<file path="src/rtl/mem_port_arbiter.sv">
// Shares one 64-bit memory port between I-cache block refills and single-beat D-side loads/stores.
// Latency: request issued the cycle after arbitration; refill beats and D completion are registered one cycle.
// Backpressure: requests are held until mem_ack_i and I bursts are never preempted. ARB_DATA_PRIORITY_EN selects fixed D priority.
module mem_port_arbiter #(
  parameter int BLOCK_WORDS = 4,
  parameter int ADDR_W      = 32
) (
  input  logic              clk_i,
  input  logic              reset_i,
  input  logic              ic_miss_i,
  input  logic [ADDR_W-1:0] ic_addr_i,
  output logic              rep_ready_o,
  output logic [63:0]       rep_word_o,
  output logic              ic_done_o,
  input  logic              dm_req_i,
  input  logic              dm_we_i,
  input  logic [ADDR_W-1:0] dm_addr_i,
  input  logic [31:0]       dm_wdata_i,
  output logic [31:0]       dm_rdata_o,
  output logic              dm_done_o,
  output logic              mem_req_o,
  output logic              mem_we_o,
  output logic [ADDR_W-1:0] mem_addr_o,
  output logic [7:0]        mem_len_o,
  output logic [63:0]       mem_wdata_o,
  output logic [7:0]        mem_wstrb_o,
  input  logic              mem_ack_i,
  input  logic              mem_rvalid_i,
  input  logic [63:0]       mem_rdata_i
);

  localparam int CNT_W = $clog2(BLOCK_WORDS);
  localparam logic [CNT_W-1:0] LAST_BEAT = CNT_W'(BLOCK_WORDS - 1);

  typedef enum logic [2:0] {
    IDLE    = 3'd0,
    I_REQ   = 3'd1,
    I_BURST = 3'd2,
    D_REQ   = 3'd3,
    D_WAIT  = 3'd4
  } state_t;

  state_t           state, state_nxt;
  logic [CNT_W-1:0] beat_cnt;
  logic             ic_vld, dm_vld, grant_d;
  logic             unused_addr_bits;

  assign unused_addr_bits = ^dm_addr_i[1:0];

  // A requester still holds its line during its own done pulse; that is not a new request.
  assign ic_vld = ic_miss_i & ~ic_done_o;
  assign dm_vld = dm_req_i & ~dm_done_o;

`ifdef ARB_DATA_PRIORITY_EN
  assign grant_d = dm_vld;
`else
  logic last_grant_i;

  assign grant_d = dm_vld & (~ic_vld | last_grant_i);

  always_ff @(posedge clk_i or negedge reset_i) begin
    if (!reset_i) begin
      last_grant_i <= 1'b0;
    end else if (state == I_BURST && mem_rvalid_i && beat_cnt == LAST_BEAT) begin
      last_grant_i <= 1'b1;
    end else if ((state == D_REQ && mem_ack_i && dm_we_i) || (state == D_WAIT && mem_rvalid_i)) begin
      last_grant_i <= 1'b0;
    end
  end
`endif

  always_ff @(posedge clk_i or negedge reset_i) begin
    if (!reset_i) state <= IDLE;
    else          state <= state_nxt;
  end

  always_comb begin
    state_nxt = state;
    case (state)
      IDLE: begin
        if (grant_d)     state_nxt = D_REQ;
        else if (ic_vld) state_nxt = I_REQ;
      end
      I_REQ:   if (mem_ack_i) state_nxt = I_BURST;
      I_BURST: if (mem_rvalid_i && beat_cnt == LAST_BEAT) state_nxt = IDLE;
      D_REQ:   if (mem_ack_i) state_nxt = dm_we_i ? IDLE : D_WAIT;
      D_WAIT:  if (mem_rvalid_i) state_nxt = IDLE;
      default: state_nxt = IDLE;
    endcase
  end

  // Request fields follow the held requester inputs and are zero outside a request state.
  always_comb begin
    mem_req_o   = 1'b0;
    mem_we_o    = 1'b0;
    mem_addr_o  = '0;
    mem_len_o   = 8'd0;
    mem_wdata_o = 64'd0;
    mem_wstrb_o = 8'h00;
    if (state == I_REQ) begin
      mem_req_o  = 1'b1;
      mem_addr_o = ic_addr_i;
      mem_len_o  = 8'(BLOCK_WORDS);
    end else if (state == D_REQ) begin
      mem_req_o   = 1'b1;
      mem_we_o    = dm_we_i;
      mem_addr_o  = {dm_addr_i[ADDR_W-1:3], 3'b000};
      mem_len_o   = 8'd1;
      mem_wdata_o = {dm_wdata_i, dm_wdata_i};
      mem_wstrb_o = dm_addr_i[2] ? 8'hF0 : 8'h0F;
    end
  end

  always_ff @(posedge clk_i or negedge reset_i) begin
    if (!reset_i) begin
      rep_ready_o <= 1'b0;
      rep_word_o  <= 64'd0;
      ic_done_o   <= 1'b0;
      dm_rdata_o  <= 32'd0;
      dm_done_o   <= 1'b0;
      beat_cnt    <= '0;
    end else begin
      rep_ready_o <= 1'b0;
      ic_done_o   <= 1'b0;
      dm_done_o   <= 1'b0;
      case (state)
        I_REQ: if (mem_ack_i) beat_cnt <= '0;
        I_BURST: begin
          if (mem_rvalid_i) begin
            rep_word_o  <= mem_rdata_i;
            rep_ready_o <= 1'b1;
            beat_cnt    <= beat_cnt + 1'b1;
            if (beat_cnt == LAST_BEAT) ic_done_o <= 1'b1;
          end
        end
        D_REQ: if (mem_ack_i && dm_we_i) dm_done_o <= 1'b1;
        D_WAIT: begin
          if (mem_rvalid_i) begin
            dm_rdata_o <= dm_addr_i[2] ? mem_rdata_i[63:32] : mem_rdata_i[31:0];
            dm_done_o  <= 1'b1;
          end
        end
        default: ;
      endcase
    end
  end

endmodule

</file>
<file path="config.mk">
export PLATFORM = sky130hd
export DESIGN_NAME = mem_port_arbiter
export DESIGN_NICKNAME = d
export VERILOG_FILES = /design/src/rtl/mem_port_arbiter.sv
export SDC_FILE = /design/constraint.sdc
export NUM_CORES = 1
export LEC_CHECK = 0
export ABC_AREA = 1
export BUFFER_PORTS_ARGS = -buffer_cell sky130_fd_sc_hd__buf_2
export CELL_PAD_IN_SITES_DETAIL_PLACEMENT = 2
export CELL_PAD_IN_SITES_GLOBAL_PLACEMENT = 2
export CORE_MARGIN = 8
export CORE_UTILIZATION = 21
export CTS_BUF_LIST = sky130_fd_sc_hd__clkbuf_8
export DETAILED_ROUTE_END_ITERATION = 10
export PLACE_DENSITY_LB_ADDON = 0.1
export SLEW_MARGIN = 10
export SYNTH_ARGS = -nofsm -noshare
export SYNTH_HDL_FRONTEND = slang
export SYNTH_SLANG_ARGS = --single-unit
</file>
<file path="constraint.sdc">
create_clock -name clk_i -period 1.5 [get_ports clk_i]
set_input_delay 0.15 -clock clk_i [delete_from_list [all_inputs] [get_ports clk_i]]
set_output_delay 0.15 -clock clk_i [all_outputs]
set_load 0.02 [all_outputs]
</file>
==> results of run 1 <==
layout make-up:
type,count,area (sq um)
sequential,105,2628
clock inverter,5,45.04
inverter,79,314.1
multi-input combinational,406,2079
tap,330,412.9
fill,2918,15620
clock buffer,10,137.6
timing repair buffer,468,3587
state kept, by name (all words and copies together), names as in the netlist:
| signal | cells |
|---|---|
| rep_word_o | 64 |
| beat_cnt | 2 |
| state | 3 |
| last_grant_i | 1 |
| dm_done_o | 1 |
| rep_ready_o | 1 |
| dm_rdata_o | 32 |
| ic_done_o | 1 |
layer usage:
metal / wire (um) / part of all wire [%] / up-vias / global-route usage (%)
met5: 58 / 0.20 / - / 0
met4: 828 / 2.8 / 8 / 5.237
met3: 2301 / 7.8 / 39 / 7.312
met2: 15060 / 51 / 233 / 30.44
met1: 11170 / 38 / 2908 / 18.16
li1: - / - / 2828 / -
worst max-delay path, cell delays in order (launching register included):
cell and delay, ns:
dfrtp_1 0.40, buf_6 0.12, nor2_4 0.10, nand2_4 0.11
inv_6 0.11, clkbuf_16 0.16, a22o_1 0.15, buf_6 0.13
per-stage QoR:
| step | hold WS, ns | instances | area (sq um) |
|---|---|---|---|
| 3_3_place_gp | 0.1277 | 1312 | 7333 |
| 4_1_cts | 0.001236 | 1375 | 8564 |
| 2_1_floorplan | -0.1456 | 670 | 5269 |
| 6_report | -0.0004476 | 1403 | 9204 |
| 3_5_place_dp | 0.1264 | 1312 | 7333 |
| 5_1_grt | -0.009008 | 1403 | 9204 |
cell usage in the layout (no fill, tap or decap):
| cell | instances |
|---|---|
| o21bai_1 | 1 |
| inv_1 | 75 |
| o21ai_0 | 76 |
| clkinv_4 | 1 |
| dlygate4sd3_1 | 40 |
| nor2_1 | 8 |
| dfrtp_1 | 105 |
| nand3_2 | 1 |
| clkbuf_16 | 10 |
| inv_6 | 4 |
| ha_1 | 1 |
| nor2_4 | 17 |
| or2_0 | 1 |
| a22o_1 | 29 |
| inv_8 | 2 |
| buf_8 | 3 |
| nand3_4 | 1 |
| nand3_1 | 4 |
| buf_2 | 262 |
| nand2_4 | 2 |
| nand2_1 | 200 |
| clkinvlp_4 | 1 |
| buf_12 | 12 |
| inv_2 | 1 |
| nand2_2 | 12 |
| o21ai_1 | 20 |
| clkbuf_8 | 10 |
| buf_16 | 3 |
| buf_6 | 59 |
| buf_4 | 79 |
| nor2_2 | 23 |
| o21ai_2 | 4 |
| conb_1 | 6 |
cells by family after synthesis:
family | synth area share (%)
AOI/OAI and AO/OA | 14.53
adders and majority gates | 0.2386
buffers and inverters | 15.11
DFF | 50.12
other | 0.07153
and+or+nand+nor | 19.93
power groups by stage:
stage                     Sequential (mW)  Combinational (mW)  Clock [mW]
after floorplan                      6.26                3.53           0
after global placement               4.80                8.35           0
after detailed placement             4.81                8.45           0
after CTS                            4.78                9.76        1.93
after global routing                 4.96                11.6        2.03
final                                4.79                10.8        1.83
what timing repair did:
action	CTS	global route
buffers inserted	9	8
endpoints found under the setup margin	120	190
cloned	2	17
hold buffers	37	3
endpoints found under the hold margin	59	3
resized for setup	191	87
pin swaps	2	1
worst paths after layout:
kind	from	end	slack, ns
hold reg to reg	rep_word_o[1]	rep_word_o[1]	0.49
min in group asynchronous	reset_i	dm_rdata_o[19]	0.23
hold / removal	mem_rdata_i[57]	rep_word_o[57]	-0.0004
setup reg to reg	state[2]	beat_cnt[0]	-0.20
setup / recovery	state[2]	mem_addr_o[29]	-0.32
max in group asynchronous	reset_i	dm_rdata_o[5]	0.74
==> results.toml, run 1 <==
[sta]
hold_viol = 1
max_freq_ghz = 0.5509
tns_ns = -36.46
setup_viol = 173
slew_violations = 0
holdWs_ns = -0.0004476
rsz0062_at_grt = "true"
finalCriticalPeriod_ns = 1.815
finalClockSkew_ns = 0.02817
fin_crit_sh_pct = 121.0
timing.final.ws_setup_ns = -0.3154

[global_route]
track_usage_pct = 17.16
grt_pass1_wl_um = 40390
grt_max_degree = 53
grt_pass1_vias = 6466
antenna_found_initial = 4
gr-total-overflow = 0

[power]
p_leak_nw = 5.164
p_per_area_nw_per_um2 = 1890
power_frac_clock_pct = 10.5
power_mw = 17.39
power.switching_mw = 8.226
switching_share_pct = 47.30
power.internal_mw = 9.165
p_comb_share_pct = 61.9
p_seq_share_pct = 27.6
ir_worst_vdd_v = 0.0006208

[synth]
yosysTopAreaCell = "dfrtp_1"
synthCells = 665
yosys.area.top_type_share_pct = 50.12
ys_types = 20
synthFlopType = "dfrtp_1"
async_flop_share_pct = 100.0
yosys-top-cells-area = "dfrtp_1 50%, nand2_1 15%, o21ai_0 9.4%, buf_4 6.4%, inv_1 5.4%"
synthMostInstantiatedCell = "nand2_1"
ys_ff_latch = 105
syn_avg_cell_area_sq_um = 7.884
syn_area_sq_um = 5243
synth_seq_area_share_pct = 50.12
ys_top_cells_by_count = "212 x nand2_1, 105 x dfrtp_1, 98 x o21ai_0, 76 x inv_1, 47 x nor2_1"
synth_warnings = 0
synth_edf_count = 0

[final_layout]
drive_gt1_share_pct = 47.25
nNetsFinal = 1237
n_antenna_cell = 0
fin_util_pct = 37.08
area_growth_pct = 75.56

[detailed_routing]
initialDrtViolationCount = 146
vias = 6016
wirelength_um = 29410
via_per_inst = 4.288
wl_per_cell_um = 20.97
ant_nets = 0
firstDrtPassIters = 4
post-route-drc-count = 0

[floorplanning]
design.core.area_sq_um = 24820
die_width_um = 174
rows = 58
die_y_um = 174
num_io_pins = 380
die_area_sq_um = 30280
initial_core_util_pct = 21.12

[placed_design]
numPortBuffers = 371
place_congestion = 0.7466
dp_slack_ns = -0.02082
hpwl_um = 20800

[setup_path]
critPathKind = "reg2out"
end_kind = "output pin"
worstPathRequired_ns = 1.35
arrival_ns = 1.67
critical_path.max_fanout = 7
start_kind = "register"
r2r_cells = 10

[clock_network]
cts_buffer_depth = 2
cts-htree-levels = 3
clk_pin_slew_worst_paths_ns = 0.13
clock_latency_ns = 0.40
cts_sinks = 105
cts_root_buf = "clkbuf_8"
cts_tree = "done"
numCtsBuffers = 9

[run_status]
violations = "hold timing, setup timing"
status = "complete, but fails checks"

[hold_path]
whs_path_depth = 3
hold_path_class = "in2reg"

[run]
maxCapViolCount = 0
No activity file was read; power rests on OpenSTA's default activity.
==> run 2, diff against run 1 <==
CAP_MARGIN = 20   (was unset)
clock period = 2 ns   (was 1.5 ns; I/O delays follow)
==> run 2 against run 1 <==
The run now ends clean. Total power decreased by 35%. Setup slack improved by 0.42 ns. Count of clock-buffer cells in the layout decreased by 1. Final cell count decreased by 4.5%. Clock power decreased by 22%. Utilization decreased by 6.3 points. Combinational power decreased by 42%. Critical endpoint is now mem_wdata_o[32]. Highest routed layer unchanged.
==> results.toml, run 2 (synthesis results as in run 1) <==
[run_status]
status = "finished clean"

[clock_network]
clk_pin_slew_worst_paths_ns = 0.11
cts_buffer_depth = 2
cts_tree = "done"
cts_root_buf = "clkbuf_8"
numCtsBuffers = 9
cts-htree-levels = 3
clock_latency_ns = 0.38
cts_sinks = 105

[power]
p_per_area_nw_per_um2 = 1469
p_leak_nw = 4.689
ir_worst_vdd_v = 0.0005238

[detailed_routing]
wl_per_cell_um = 18.97
via_per_inst = 4.134
initialDrtViolationCount = 178
wirelength_um = 25420
ant_nets = 0
post-route-drc-count = 0
vias = 5540
firstDrtPassIters = 4

[placed_design]
hpwl_um = 20290
dp_slack_ns = 0.2193
numPortBuffers = 371
placed_area_sq_um = 7238
place_congestion = 0.7463

[final_layout]
nNetsFinal = 1173
n_antenna_cell = 0
drive_gt1_share_pct = 41.98
final_area_sq_um = 7652
fin_util_pct = 30.83
nFillCells = 3066
reg_top3 = "rep_word_o: 64 flops, dm_rdata_o: 32 flops, state: 3 flops"
largest_reg_flops = 64
final_common_cell = "buf_2"
regMostFlops = "rep_word_o"
final_cell_mix = "368 x buf_2, 212 x nand2_1, 103 x dfrtp_1"
area_growth_pct = 45.97

[sta]
hold_viol = 0
fin_crit_sh_pct = 95.00
setup_viol = 0
finalClockSkew_ns = 0.01867
finalCriticalPeriod_ns = 1.900
slew_violations = 0
holdWs_ns = 0.02764
timing.final.ws_setup_ns = 0.1000
rsz0062_at_grt = "true"
max_freq_ghz = 0.5263

[setup_path]
worstPathRequired_ns = 1.80
crit_chain = "nor2_4 -> nand2_8 -> buf_4 -> nor2_1 -> buf_2"
crit_path_max_incr_delay_ns = 0.45
end_kind = "output pin"
crit_slowest_cell = "dfrtp_2"
cp_num_buf_inv = 2
critPathKind = "reg2out"
critical_path.max_fanout = 6
crit_family = "simple AND/OR/NAND/NOR gates"
start_kind = "register"
arrival_ns = 1.70

[floorplanning]
rows = 58
die_area_sq_um = 30280
initial_core_util_pct = 21.12
die_y_um = 174
design.core.area_sq_um = 24820
die_width_um = 174
num_io_pins = 380

[global_route]
track_usage_pct = 16.02
grt_pass1_vias = 5981
gr-total-overflow = 0
antenna_found_initial = 5
grt_pass1_wl_um = 37940
grt_max_degree = 49

[hold_path]
hold_path_class = "in2reg"

[run]
maxCapViolCount = 0
run 2: changes by cell type in the layout (fill, tap and decap cells not counted), sizes merged:
cell         before  now
buf             418  391
bufinv            0    1
clkbuf           20   11
clkinv            1    2
clkinvlp          1    0
dlygate4sd3      40   10
inv              82   83
nand2           214  215
run 2: path summary, 6_finish.rpt:
kind                                      start               to  slack, ns  cells past startpoint
worst max-delay path                   state[2]  mem_wdata_o[32]       0.10                      5
worst min-delay path            mem_rdata_i[15]   rep_word_o[15]       0.03                      3
worst max register to register         state[1]      beat_cnt[1]       0.25                     10
worst min register to register      beat_cnt[1]      beat_cnt[1]       0.48                      2
max in group asynchronous               reset_i   rep_word_o[16]       1.12                      3
min in group asynchronous               reset_i   rep_word_o[26]       0.27                      2
run 2: final cells by class:
type | count | area, sq um | area share (%)
timing repair buffer | 403 | 2226 | 29.09
inverter | 79 | 299.0 | 3.908
multi-input combinational | 407 | 1884 | 24.62
clock inverter | 7 | 76.32 | 0.9974
clock buffer | 9 | 123.9 | 1.619
tap | 330 | 412.9 | 5.396
sequential | 105 | 2630 | 34.37
run 2: repair_timing:
action / CTS / global route
setup endpoints to repair: 95 / 78
gates cloned: 0 / 2
hold buffers: 8 / 2
hold endpoints to repair: 30 / 2
resized for setup: 5 / 8
setup buffers: 1 / 4
pin swaps: 1 / 1
run 2: layer usage:
metal / up-vias / track usage [%] / part of all wire [%]
met3: 20 / 5.598 / 7.1
met2: 192 / 29.39 / 52
met5: - / 0 / 0.25
met1: 2630 / 17.50 / 40
met4: 10 / 3.313 / 1.2
li1: 2688 / - / -
run 2: per-stage QoR:
stage / TNS (ns) / power (mW) / std cells
global route: -0.1754 / 12.09 / 1340
finish: 0 / 11.24 / 1340
CTS: -0.03654 / 11.37 / 1332
global placement: 0 / 9.726 / 1307
detailed placement: 0 / 9.828 / 1307
floorplan: 0 / 7.337 / 670
run 2: report_power, final:
group	leakage, nW	total [mW]	switching [mW]	internal [mW]
sequential	1.34	3.59	0.528	3.06
clock	0.107	1.43	0.839	0.595
combinational	3.24	6.22	4.17	2.05
total	4.69	11.2	5.53	5.71
run 2: tightest hold or removal path, delay by kind of cell:
kind          cells  cell delay, ns
simple gates      2            0.09
buf+inv           1            0.09
==> run 3, diff against run 2 <==
CORE_UTILIZATION = 23   (was 21)
clock period = 2.3 ns   (was 2 ns; I/O delays follow)
==> run 3 against run 2 <==
Utilization increased by 1.9 points. Clock power decreased by 14%. First-iteration DRC count decreased by 8.4%. Largest power group unchanged. Final cell count decreased by 4.9%. Global-route usage increased by 1.3 points. Critical path type unchanged.
==> results.toml, run 3 (synthesis results as in run 1) <==
[power]
p_comb_share_pct = 54.6
power_frac_clock_pct = 12.9
p_seq_share_pct = 32.5
power.switching_mw = 4.687
p_per_area_nw_per_um2 = 1298
power.internal_mw = 4.863
p_leak_nw = 4.574
ir_worst_vdd_v = 0.0004139
switching_share_pct = 49.08
power_mw = 9.550

[setup_path]
crit_chain = "nor2_2 -> nand2_2 -> inv_1 -> buf_12 -> a22o_1 -> buf_2"
cp_num_buf_inv = 3
arrival_ns = 1.87
critPathKind = "reg2out"
crit_path_max_incr_delay_ns = 0.47
crit_family = "buffers and inverters"
crit_slowest_cell = "dfrtp_1"
critical_path.max_fanout = 27
worstPathRequired_ns = 2.07
start_kind = "register"
end_kind = "output pin"

[global_route]
antenna_found_initial = 3
grt_max_degree = 99
grt_pass1_vias = 5842
gr-total-overflow = 0
track_usage_pct = 17.27
grt_pass1_wl_um = 37370

[sta]
max_freq_ghz = 0.4770
tns_ns = 0
setup_viol = 0
holdWs_ns = 0.04249
fin_crit_sh_pct = 91.16
slew_headroom_pct = 64.13
tightest_slew_ns = 0.5380
timing.final.ws_setup_ns = 0.2034
slew_violations = 0
rsz0062_at_grt = "false"
finalCriticalPeriod_ns = 2.097
hold_viol = 0
finalClockSkew_ns = 0.01721

[clock_network]
clock_latency_ns = 0.38
clk_pin_slew_worst_paths_ns = 0.11
cts_buffer_depth = 2
cts_root_buf = "clkbuf_8"
postCtsSetupBuffers = 0
cts_sinks = 105
cts-htree-levels = 3
cts_tree = "done"
numCtsBuffers = 9

[final_layout]
reg_top3 = "rep_word_o: 64 flops, dm_rdata_o: 32 flops, state: 3 flops"
fin_util_pct = 32.69
nFillCells = 2748
final_area_sq_um = 7357
final_common_cell = "buf_2"
drive_gt1_share_pct = 41.25
nNetsFinal = 1153
largest_reg_flops = 64
area_growth_pct = 40.33
regMostFlops = "rep_word_o"
multi_input_area_sq_um = 1852
regArea_sq_um = 2628
n_antenna_cell = 0
final_cell_mix = "370 x buf_2, 212 x nand2_1, 105 x dfrtp_1"
layout.cells.non_filler = 1274

[floorplanning]
design.core.area_sq_um = 22500
die_area_sq_um = 27880
rows = 55
die_width_um = 167.0
die_y_um = 167.0
initial_core_util_pct = 23.30
num_io_pins = 380

[detailed_routing]
firstDrtPassIters = 4
via_per_inst = 4.284
ant_nets = 0
post-route-drc-count = 0
wl_per_cell_um = 19.39
wirelength_um = 24700
vias = 5458
initialDrtViolationCount = 163

[run]
maxCapViolCount = 0

[placed_design]
placed_area_sq_um = 7139
hpwl_um = 20060
dp_slack_ns = 0.5136
dp_cells = 1258
place_congestion = 0.8536
numPortBuffers = 371

[run_status]
status = "finished clean"

[hold_path]
hold_path_class = "in2reg"
[run 3: changes by cell type in the layout (fill, tap and decap cells not counted), moves of 3 or more]
cell           before  now
nor2_1             42   45
nor2_2              5    2
dlygate4sd3_1      10    1
buf_4              16    8
[run 3: worst paths after layout]
kind                            startpoint              to  slack (ns)  cells past startpoint
max in group asynchronous          reset_i  rep_word_o[24]        1.30                      3
min                        mem_rdata_i[26]  rep_word_o[26]        0.04                      3
max reg2reg                       state[0]  dm_rdata_o[16]        0.63                      4
max                               state[2]  mem_addr_o[18]        0.20                      6
min in group asynchronous          reset_i   rep_word_o[7]        0.33                      2
min reg2reg                  rep_word_o[2]   rep_word_o[2]        0.48                      2
[run 3: metal layers]
metal	GRT usage, %	vias to the layer above	wire (um)
met5	0	-	43
met4	3.760	6	296
met1	18.39	2593	9517
met2	32.31	191	13030
li1	-	2647	-
met3	5.887	21	1818
[run 3: final cells by class]
cell class | count | share of cell area [%]
clock buffers | 10 | 1.871
clock inverters | 5 | 0.8503
inverters | 79 | 4.065
multi-input cells | 406 | 25.17
flip-flops and latches | 105 | 35.71
well taps | 285 | 4.847
repair buffers | 384 | 27.48
[run 3: power groups by stage]
stage / logic, mW / registers (mW) / clock network [mW]
3_5_place_dp: 5.35 / 3.14 / 0
6_report: 5.22 / 3.10 / 1.23
3_3_place_gp: 5.30 / 3.12 / 0
2_1_floorplan: 2.30 / 4.08 / 0
4_1_cts: 5.36 / 3.12 / 1.29
5_1_grt: 5.69 / 3.21 / 1.35
[run 3: repair_timing]
| action | in CTS | in global routing |
|---|---|---|
| endpoints found under the hold margin | 26 | 0 |
| resized for setup | 0 | 4 |
| hold buffers | 1 | 0 |
| endpoints found under the setup margin | 0 | 27 |
[run 3: tightest hold or removal path: cells and delay by family]
family        cells  cell delay, ns
buf+inv           1            0.08
simple gates      2            0.09
